## config.mk

```make
export PLATFORM = sky130hd
export DESIGN_NAME = am2940_seq
export DESIGN_NICKNAME = d
export VERILOG_FILES = /design/src/rtl/am2940_pkg.sv /design/src/rtl/am2940_seq_wdog.sv /design/src/rtl/am2940_seq.sv
export SDC_FILE = /design/constraint.sdc
export NUM_CORES = 1
export LEC_CHECK = 0
export BUFFER_PORTS_ARGS = -buffer_cell sky130_fd_sc_hd__buf_2
export CAP_MARGIN = 10
export CELL_PAD_IN_SITES_DETAIL_PLACEMENT = 0
export CELL_PAD_IN_SITES_GLOBAL_PLACEMENT = 1
export CORE_MARGIN = 2
export CORE_UTILIZATION = 34
export CTS_CLUSTER_DIAMETER = 30
export DETAILED_ROUTE_END_ITERATION = 10
export PLACE_DENSITY_LB_ADDON = 0.3
export SETUP_SLACK_MARGIN = 0.1
export SLEW_MARGIN = 25
export SYNTH_ARGS = -nofsm -noshare
export SYNTH_HDL_FRONTEND = slang
export SYNTH_SLANG_ARGS = --single-unit
```

## constraint.sdc

```tcl
create_clock -name clk -period 1.3 [get_ports clk]
set_input_delay 0.195 -clock clk [delete_from_list [all_inputs] [get_ports clk]]
set_output_delay 0.195 -clock clk [all_outputs]
set_load 0.01 [all_outputs]
```

## src/rtl/am2940_pkg.sv

```systemverilog
// am2940_pkg: am2940 instruction codes and sequencer state encoding
package am2940_pkg;
    localparam logic [2:0] I_WR_CR   = 3'd0;
    localparam logic [2:0] I_LD_ADDR = 3'd5;
    localparam logic [2:0] I_LD_WC   = 3'd6;
    localparam logic [2:0] I_ENABLE  = 3'd7;
    typedef enum logic [2:0] {
        S_IDLE,
        S_WR_CR,
        S_LD_ADDR,
        S_LD_WC,
        S_WAIT_REQ,
        S_XFER,
        S_FINISH
    } state_t;
endpackage

```

## src/rtl/am2940_seq_wdog.sv

```systemverilog
// am2940_seq_wdog: counts consecutive idle WAIT_REQ cycles and flags the timeout cycle
module am2940_seq_wdog #(
    parameter int TIMEOUT_CYCLES = 255
) (
    input  logic clk,
    input  logic rst_n,
    input  logic i_clr,
    input  logic i_idle,
    output logic o_timeout
);
    localparam int W = $clog2(TIMEOUT_CYCLES + 1);
    logic [W-1:0] r_cnt;
    assign o_timeout = i_idle && (r_cnt == W'(TIMEOUT_CYCLES - 1));
    always_ff @(posedge clk) begin
        if (!rst_n || i_clr) r_cnt <= '0;
        else if (i_idle) r_cnt <= r_cnt + 1'b1;
    end
endmodule

```

## src/rtl/am2940_seq.sv

```systemverilog
// am2940_seq: am2940 setup and req/ack beat sequencer; idle watchdog under AM2940_SEQ_TIMEOUT_EN
module am2940_seq
    import am2940_pkg::*;
#(
    parameter int TIMEOUT_CYCLES = 255
) (
    input  logic       clk,
    input  logic       rst_n,
    input  logic       start,
    input  logic       abort,
    input  logic [7:0] cfg_addr,
    input  logic [7:0] cfg_count,
    input  logic [2:0] cfg_mode,
    input  logic       dev_req,
    output logic       dev_ack,
    input  logic       am_done,
    output logic [2:0] am_instr,
    output logic [7:0] am_data,
    output logic       am_aci,
    output logic       am_wci,
    output logic       am_oeaddr,
    output logic       busy,
    output logic       irq,
    output logic       err,
    output logic [7:0] beats
);
    state_t r_state, w_next;
    logic [7:0] r_addr, r_count;
    logic w_start, w_timeout, w_abort, w_xfer;
    assign w_start = (r_state == S_IDLE) && start;
    assign w_abort = (r_state != S_IDLE) && abort;
    assign w_xfer  = (w_next == S_XFER);
`ifdef AM2940_SEQ_TIMEOUT_EN
    am2940_seq_wdog #(.TIMEOUT_CYCLES(TIMEOUT_CYCLES)) u_wdog (
        .clk      (clk),
        .rst_n    (rst_n),
        .i_clr    (w_start || (r_state == S_XFER)),
        .i_idle   ((r_state == S_WAIT_REQ) && !dev_req && !am_done),
        .o_timeout(w_timeout)
    );
`else
    logic w_unused;
    assign w_unused  = |TIMEOUT_CYCLES;
    assign w_timeout = 1'b0;
`endif
    always_comb begin
        w_next = r_state;
        unique case (r_state)
            S_IDLE:     w_next = start ? S_WR_CR : S_IDLE;
            S_WR_CR:    w_next = S_LD_ADDR;
            S_LD_ADDR:  w_next = S_LD_WC;
            S_LD_WC:    w_next = S_WAIT_REQ;
            S_WAIT_REQ: w_next = am_done ? S_FINISH : dev_req ? S_XFER : w_timeout ? S_FINISH : S_WAIT_REQ;
            S_XFER:     w_next = S_WAIT_REQ;
            default:    w_next = S_IDLE;
        endcase
        if (w_abort) w_next = S_IDLE;
    end
    // Outputs are decoded from the next state so they line up with the state they describe
    always_ff @(posedge clk) begin
        if (!rst_n) begin
            r_state   <= S_IDLE;
            r_addr    <= '0;
            r_count   <= '0;
            am_instr  <= I_ENABLE;
            am_data   <= '0;
            am_aci    <= 1'b1;
            am_wci    <= 1'b1;
            am_oeaddr <= 1'b0;
            dev_ack   <= 1'b0;
            busy      <= 1'b0;
            irq       <= 1'b0;
            err       <= 1'b0;
            beats     <= '0;
        end else begin
            r_state   <= w_next;
            am_instr  <= (w_next == S_WR_CR) ? I_WR_CR : (w_next == S_LD_ADDR) ? I_LD_ADDR :
                         (w_next == S_LD_WC) ? I_LD_WC : I_ENABLE;
            am_data   <= (w_next == S_WR_CR) ? {5'b0, cfg_mode} : (w_next == S_LD_ADDR) ? r_addr :
                         (w_next == S_LD_WC) ? r_count : 8'h00;
            am_aci    <= !w_xfer;
            am_wci    <= !w_xfer;
            am_oeaddr <= w_xfer;
            dev_ack   <= w_xfer;
            busy      <= (w_next != S_IDLE) && (w_next != S_FINISH);
            irq       <= (w_next == S_FINISH) && !w_abort;
            if (w_start) begin
                r_addr  <= cfg_addr;
                r_count <= cfg_count;
                beats   <= '0;
                err     <= 1'b0;
            end else begin
                if (r_state == S_XFER) beats <= beats + 8'd1;
                if (w_abort || w_timeout) err <= 1'b1;
            end
        end
    end
endmodule

```

==> impl_metrics.tcl <==
set metrics [dict create \
    hold_ws_ps 135 \
    status "complete, but fails checks" \
    synth_area_leaders "dfxtp_1, nand2_1, a21boi_1" \
    cts.sinks 43 \
    hpwl_mm 2.88 \
    core_um2 5140 \
    fp-row-count 26 \
    clk_pin_slew_ps 80 \
    wire_per_inst_um 12.8 \
    ios 51 \
    setup_viol 20 \
    syn_avg_cell_area_um2 9.56 \
    synth-edff-count 0 \
    cp.required_ps 1490 \
    powerDensity_nw_per_um2 1170 \
    yosysWarnings 0 \
    synth_top_flop_cell "dfxtp_1" \
    irDropWorstVdd_mv 0.519 \
    vias_per_cell 4.81 \
    drc 0 \
    diodes 0 \
    hold_viol 0 \
    gr-total-overflow 0 \
    cp-startpoint "r_state[1]" \
    violations "negative setup slack" \
    ys_async_sr_fraction 0 \
    synthToLayoutAreaGrowth_pct 42.4 \
    htree_levels 2 \
    crit_path_max_incr_delay_ps 600 \
    hold_class "input pin to register" \
    cap_violations 0 \
    worst-path-max-fanout 6 \
    layout-drive-gt1-share 0.479 \
    cts_root_buf "clkbuf_8" \
    grt_pass1_vias 1511 \
    cp-end-kind "register" \
    final_cell_mix "buf_2, dfxtp_1, nand2_1" \
    clock_skew_ps 6.45 \
    cts_hold_buf 0 \
    startpoint_type "register" \
    layout_setup_ws_ps -41.4 \
    cp_data_arrival_time_ps 1530 \
    fp.dieH_um 77.1 \
    yosys.area.top_type_share 0.474 \
    syn_area_um2 1820 \
    wirelength_mm 4.20 \
    grt_antenna_before_repair 0 \
    criticalPathCategory "register to register" \
    period_share 1.03 \
    crit_path_cell_trace "or4b_4, buf_12, nand2_1, a21boi_1" \
    min_period_ps 1340 \
    synth_seq_cells 43 \
    grt_max_degree 22 \
    fin_util 0.503 \
    leakage_nw 1.13 \
    antenna_left 0 \
    final_nets 282 \
    rsz0062_at_grt "yes" \
    tritoncts "built" \
    numPortBuffers 50 \
    synth_cell_types 42 \
    fmax_ghz 0.745 \
    relSlewSlack 0.809 \
    drt_iter0_drc 49 \
    insertion_delay_ps 300 \
    drt_pass1_iterations 4 \
    die_w_um 77.1 \
    initial_core_util 0.353 \
    rr_startpoint "r_state[1]" \
    dr_total_vias 1573 \
    place_ws_ps -89.9 \
    grt_usage 0.149 \
    synth_top_area_cell "dfxtp_1" \
    die_area_um2 5940 \
    tightest_slew_ps 283 \
    seq_area_frac_synth 0.474 \
    worstHoldStart "cfg_addr[2]" \
    final_common_cell "buf_2" \
    slew_viol_final 0 \
    clk_path_buf_depth 2 \
    crit_slowest_cell "or4b_4" \
    grt_pass1_wl_mm 7.01 \
    cts_buffers 5 \
    place_congestion 0.804 \
    syn-num-nets 216 \
    syn_inst 190 \
]
==> power by group <==
| part | internal, mW | leakage, nW | switching [mW] |
|---|---|---|---|
| registers | 1.37 | 0.354 | 0.0329 |
| clock network | 0.766 | 0.0644 | 0.458 |
| logic | 0.201 | 0.714 | 0.187 |
| total | 2.34 | 1.13 | 0.678 |
==> cell usage after synthesis, drive strengths merged (2+ instances only) <==
cell type / n
nor4b: 3
a221o: 3
inv: 3
nor3: 4
o31ai: 2
or4: 2
xor2: 2
nand4: 2
a21oi: 10
buf: 12
nand3: 4
clkbuf: 3
nor2b: 2
dfxtp: 43
a22o: 5
o21ai: 4
a21boi: 16
nand2: 37
nand3b: 2
or3: 4
nand2b: 4
nor2: 9
==> state kept, by name (all words and copies together), names as in the netlist <==
register	count
r_count	8
am_wci	1
err	1
r_state	3
irq	1
beats	8
r_addr	8
am_instr	3
busy	1
am_data	8
am_oeaddr	1
==> through the flow <==
step	power, mW	TNS [ps]	std cells	cell area, µm²
2_1_floorplan	1.62	-1430	190	1820
3_3_place_gp	1.75	-1440	317	2250
3_5_place_dp	1.75	-1880	317	2250
4_1_cts	3.03	-457	327	2540
5_1_grt	3.16	-1380	327	2580
6_report	3.01	-491	327	2580
==> path summary, 6_finish.rpt <==
path	cells after the start	slack (ps)	end
setup reg to reg	4	-40	r_count[3]
hold reg to reg	2	460	r_count[7]
setup / recovery	4	-40	r_count[3]
hold / removal	3	140	r_addr[2]
==> layout make-up <==
class / count / area, µm²
clock inverters: 3 / 67.6
multi-input cells: 129 / 962
clock buffers: 5 / 68.8
well taps: 70 / 87.6
fillers: 522 / 2550
flip-flops and latches: 43 / 872
inverters: 3 / 11.3
repair buffers: 74 / 515
==> timing repair <==
action	CTS	global route
pin swaps	22	8
gates cloned	1	0
setup endpoints to repair	40	37
gates resized for setup	37	13
setup buffers	2	0
==> critical path: cells and delay by family (launching register included) <==
family	cells	cell delay, ps
buffers and inverters	1	170
AO/OA/AOI/OAI	1	50
AND/OR/NAND/NOR	2	650
flip-flops	1	370
==> metal layers <==
layer,share of wire,GRT usage
met5,0,0
met4,0.021,0.0536
met3,0.050,0.0518
met2,0.48,0.241
met1,0.45,0.184
==> cell families after synthesis <==
kind of cell               share of synthesized area
xor gates and xnor gates                     0.00965
AOI/OAI and AO/OA                              0.181
adders and majority gates                    0.00689
DFF                                            0.474
muxes                                        0.00551
buffers and inverters                         0.0662
and+or+nand+nor                                0.257
Power figures use the tool's default switching activity.
